`config.mk`:
```
export PLATFORM = sky130hd
export DESIGN_NAME = core_stage_seq
export DESIGN_NICKNAME = d
export VERILOG_FILES = /design/src/rtl/core_stage_seq.sv
export SDC_FILE = /design/constraint.sdc
export NUM_CORES = 1
export LEC_CHECK = 0
export CAP_MARGIN = 40
export CORE_UTILIZATION = 31
export CTS_CLUSTER_SIZE = 14
export DETAILED_ROUTE_END_ITERATION = 8
export HOLD_SLACK_MARGIN = 0.08
export PLACE_DENSITY = 0.75
export SYNTH_ARGS = -nofsm -noshare
export SYNTH_HDL_FRONTEND = slang
export SYNTH_SLANG_ARGS = --single-unit
export TNS_END_PERCENT = 10
```
`constraint.sdc`:
```
create_clock -name i_clk -period 1.5 [get_ports i_clk]
set_clock_uncertainty 0.15 [all_clocks]
set_input_delay 0.15 -clock i_clk [delete_from_list [all_inputs] [get_ports i_clk]]
set_output_delay 0.15 -clock i_clk [all_outputs]
set_load 0.02 [all_outputs]
```
`src/rtl/core_stage_seq.sv`:
```
// One-hot stage sequencer for the multi-cycle core: IDLE / RUN / TIMEOUT with per-stage busy hold.
// Define STAGE_SEQ_PERF_EN to build the cycle/retire performance counters; otherwise both read 0.
module core_stage_seq #(
    parameter int N_STAGES = 5,
    parameter int MAX_WAIT = 15,
    parameter int CNT_W    = 32
) (
    input  logic                i_clk,
    input  logic                i_reset,
    input  logic                i_run,
    input  logic                i_step,
    input  logic [N_STAGES-1:0] i_stage_busy,
    output logic [N_STAGES-1:0] o_stage_en,
    output logic                o_instr_start,
    output logic                o_retire,
    output logic                o_idle,
    output logic                o_timeout,
    output logic [CNT_W-1:0]    o_cycle_cnt,
    output logic [CNT_W-1:0]    o_retire_cnt
);
    localparam int WCW = (MAX_WAIT < 1) ? 1 : $clog2(MAX_WAIT + 1);
    localparam logic [WCW-1:0] MAXW = WCW'(MAX_WAIT);
    localparam logic [N_STAGES-1:0] FIRST = N_STAGES'(1);

    typedef enum logic [1:0] {S_IDLE, S_RUN, S_TOUT} state_t;

    state_t              r_state, w_state_n;
    logic [N_STAGES-1:0] r_stage_en, w_en_n;
    logic [WCW-1:0]      r_wcnt, w_wcnt_n;
    logic                r_instr_start;
    logic                w_busy, w_last;

    // The one-hot enable doubles as the stage index, so busy selection is a simple mask.
    assign w_busy = |(i_stage_busy & r_stage_en);
    assign w_last = r_stage_en[N_STAGES-1];

    always_comb begin
        w_state_n = r_state;
        w_en_n    = r_stage_en;
        w_wcnt_n  = r_wcnt;
        case (r_state)
            S_IDLE: begin
                if (i_run || i_step) begin
                    w_state_n = S_RUN;
                    w_en_n    = FIRST;
                    w_wcnt_n  = '0;
                end
            end
            S_RUN: begin
                if (!w_busy) begin
                    w_wcnt_n = '0;
                    if (w_last) begin
                        if (i_run) begin
                            w_en_n = FIRST;
                        end else begin
                            w_state_n = S_IDLE;
                            w_en_n    = '0;
                        end
                    end else begin
                        w_en_n = r_stage_en << 1;
                    end
                end else if (r_wcnt == MAXW) begin
                    w_state_n = S_TOUT;
                    w_en_n    = '0;
                end else begin
                    w_wcnt_n = r_wcnt + 1'b1;
                end
            end
            S_TOUT: begin
                w_en_n = '0;
            end
            default: begin
                w_state_n = S_IDLE;
                w_en_n    = '0;
                w_wcnt_n  = '0;
            end
        endcase
    end

    always_ff @(posedge i_clk) begin
        if (i_reset) begin
            r_state       <= S_IDLE;
            r_stage_en    <= '0;
            r_wcnt        <= '0;
            r_instr_start <= 1'b0;
        end else begin
            r_state       <= w_state_n;
            r_stage_en    <= w_en_n;
            r_wcnt        <= w_wcnt_n;
            // A held stage 0 always has a nonzero wait count, so this marks only the first cycle.
            r_instr_start <= (w_state_n == S_RUN) && w_en_n[0] && (w_wcnt_n == '0);
        end
    end

    assign o_stage_en    = r_stage_en;
    assign o_instr_start = r_instr_start;
    assign o_idle        = (r_state == S_IDLE);
    assign o_timeout     = (r_state == S_TOUT);
    assign o_retire      = w_last && !i_stage_busy[N_STAGES-1];

`ifdef STAGE_SEQ_PERF_EN
    logic [CNT_W-1:0] r_cycle_cnt, r_retire_cnt;

    always_ff @(posedge i_clk) begin
        if (i_reset) begin
            r_cycle_cnt  <= '0;
            r_retire_cnt <= '0;
        end else begin
            if (r_state == S_RUN) r_cycle_cnt  <= r_cycle_cnt + 1'b1;
            if (o_retire)         r_retire_cnt <= r_retire_cnt + 1'b1;
        end
    end

    assign o_cycle_cnt  = r_cycle_cnt;
    assign o_retire_cnt = r_retire_cnt;
`else
    assign o_cycle_cnt  = '0;
    assign o_retire_cnt = '0;
`endif

endmodule

```
==> flow_summary.ini <==
[outcome]
status = finished, violations left
failed_checks = negative setup slack

[power_and_ir_drop]
p_total_uw = 937.4
p_leak_nw = 0.6870
ir_worst_vdd_mv = 0.1716
power_density_nw_per_um2 = 664.8

[die]
die_area_um2 = 3911
rows = 21
ios = 82
start_util_pct = 33.26
core_um2 = 3416
die_h_um = 62.54
fp.dieW_um = 62.54

[critical_path]
rrSetupSlack_ns = -0.13
max_stage_delay_ns = 0.33
cp_data_required_time_ns = 1.56
cp-end-kind = flop
slowest_stage = dfxtp_2
path_class = flop to flop
arrival_ns = 1.69
crit_fanout = 3
crit_chain = a22oi_2 -> nand3_2 -> or3_1 -> a31oi_2 -> nor4b_4
crit_path_start_kind = flop

[synthesis]
syn_area_per_cell_um2 = 8.115
netlist_area_um2 = 1136
ys_ff_latch = 12
netlist_instances = 140
yosysSeqAreaShare_pct = 21.15
synth.distinct_cells = 37
ys_warn_count = 0

[global_routing]
grt.total_usage_pct = 10.81
grt_pass1_vias = 732
antenna_found_initial = 0
grt_max_degree = 9
grt_overflow = 0
grt_pass1_wl_um = 3298

[detailed_routing]
ant_nets = 0
vias = 899
drc = 0
drt_iter0_markers = 20
wl_um = 2288
wl_per_cell_um = 10.12
viasPerCell = 3.978
first_pass_iters = 4

[hold_path]
hold_path.class = input port to flop

[clock_network]
cts_buffers = 3
post_cts_buffers = 0
cts_max_level = 1
clock_latency_ns = 0.29
cts_tree = done
cts_hold_buf = 0
clkSlewWorstSetupHoldPaths_ns = 0.08
cts_buffer_depth = 2
clock-sinks = 12
root_buffer = clkbuf_4

[timing]
slew_violations = 0
post-route-worst-setup-slack_ns = -0.1297
layout_min_cycle_time_ns = 1.630
final-setup-viol-count = 7
rsz0062_at_grt = yes
fmax_ghz = 0.6136
timing.hold.ws_ns = 0.4073
min_period_over_period_pct = 108.6
finalHoldViolCount = 0

[layout]
nNetsFinal = 191
antenna_cells = 0
final_cells = 226
syn_to_final_growth_pct = 24.12
drive_above_1_share_pct = 32.22
nFillCells = 353
final_core_utilization_pct = 41.28
layout_commonest_cell = conb_1
layout_common_cells = conb_1, buf_4, nor2_1

[placed_design]
hpwl_um = 1688
dp_slack_ns = -0.3818
gp_congestion = 0.8142
port_buffers = 17
dp_cells = 222

[run]
drv_cap = 0
[sequential cells by signal (all words and copies together) (netlist names)]
name,flops
o_instr_start,1
o_stage_en,5
r_state,2
r_wcnt,4
[per-layer routing]
metal | up-vias | routed length (um) | share of wire [%] | GRT usage (%)
met3 | 4 | 109 | 4.8 | 1.277
met4 | 0 | 39 | 1.7 | 6.977
met1 | 423 | 936 | 41 | 12.78
met5 | - | 0 | 0 | 0
met2 | 43 | 1202 | 53 | 18.34
li1 | 429 | - | - | -
[through the flow]
| step | setup TNS (ns) | cell area [um^2] |
|---|---|---|
| final | -0.5241 | 1410 |
| after global routing | -1.227 | 1410 |
| after global placement | -3.491 | 1299 |
| after CTS | -0.4732 | 1343 |
| after detailed placement | -3.787 | 1299 |
| after floorplan | -0.3422 | 1393 |
[synth_stat cells (all sizes together)]
cell type	n	area, um^2
a21o	1	7.510
a21oi	7	35.03
a221o	1	10.01
a22o	1	8.760
a22oi	6	63.81
a311oi	1	8.760
a31oi	2	18.77
a32oi	1	8.760
and2b	1	7.510
and3	3	20.02
buf	65	485.5
clkbuf	2	8.750
conb	1	3.750
dfxtp	12	240.2
ha	1	12.51
inv	1	3.750
nand2	4	15.01
nand2b	1	6.260
nand3	3	15.01
nand3b	2	15.01
nor2	12	45.04
nor2b	1	6.260
nor3	1	5.000
nor3b	1	7.510
nor4b	1	15.01
o21ai	1	5.000
o21ba	1	10.01
o21bai	3	22.52
o221a	1	11.26
o31ai	1	7.510
or3	1	6.260
[final cells by class]
type                    count  area, um^2  area share, %
multi-input cells         123       733.2          52.00
repair buffers             40       329.1          23.34
flip-flops and latches     12       250.2          17.75
well taps                  46       57.56          4.082
clock buffers               4       36.28          2.573
inverters                   1       3.754         0.2662
[final timing paths]
path,start,end,cells past startpoint
max,o_stage_en[0]$_SDFF_PP0_,o_instr_start$_SDFF_PP0_,5
max reg2reg,o_stage_en[0]$_SDFF_PP0_,o_instr_start$_SDFF_PP0_,5
min reg2reg,o_stage_en[3]$_SDFFE_PP0P_,o_stage_en[4]$_SDFFE_PP0P_,3
min,i_reset,r_state[1]$_SDFF_PP0_,2
[critical path: cells and delay by family, from the launching register on]
family             cells  cell delay, ns
AOI/OAI and AO/OA      2            0.44
DFF                    1            0.33
and+or+nand+nor        3            0.63
[kinds of logic (layout without fill, tap and decap cells)]
group                      Yosys count  count (layout)  share of synthesized area (%)
DFF                                 12              12                          21.15
buffers and inverters               68              45                          43.83
AOI/OAI and AO/OA                   27              27                          19.16
other                                1              64                         0.3301
adders and majority gates            1               1                          1.101
and+or+nand+nor                     31              31                          14.43
[power breakdown]
part / leakage (nW) / internal [mW] / switching, mW
logic: 0.566 / 0.102 / 0.230
clock network: 0.0210 / 0.148 / 0.120
registers: 0.100 / 0.328 / 0.00913
total: 0.687 / 0.578 / 0.360
[repair_timing]
item	in CTS	in global routing
pin swaps	1	7
setup endpoints to repair	17	14
gates resized for setup	14	21
(Power assumes the default switching activity.)
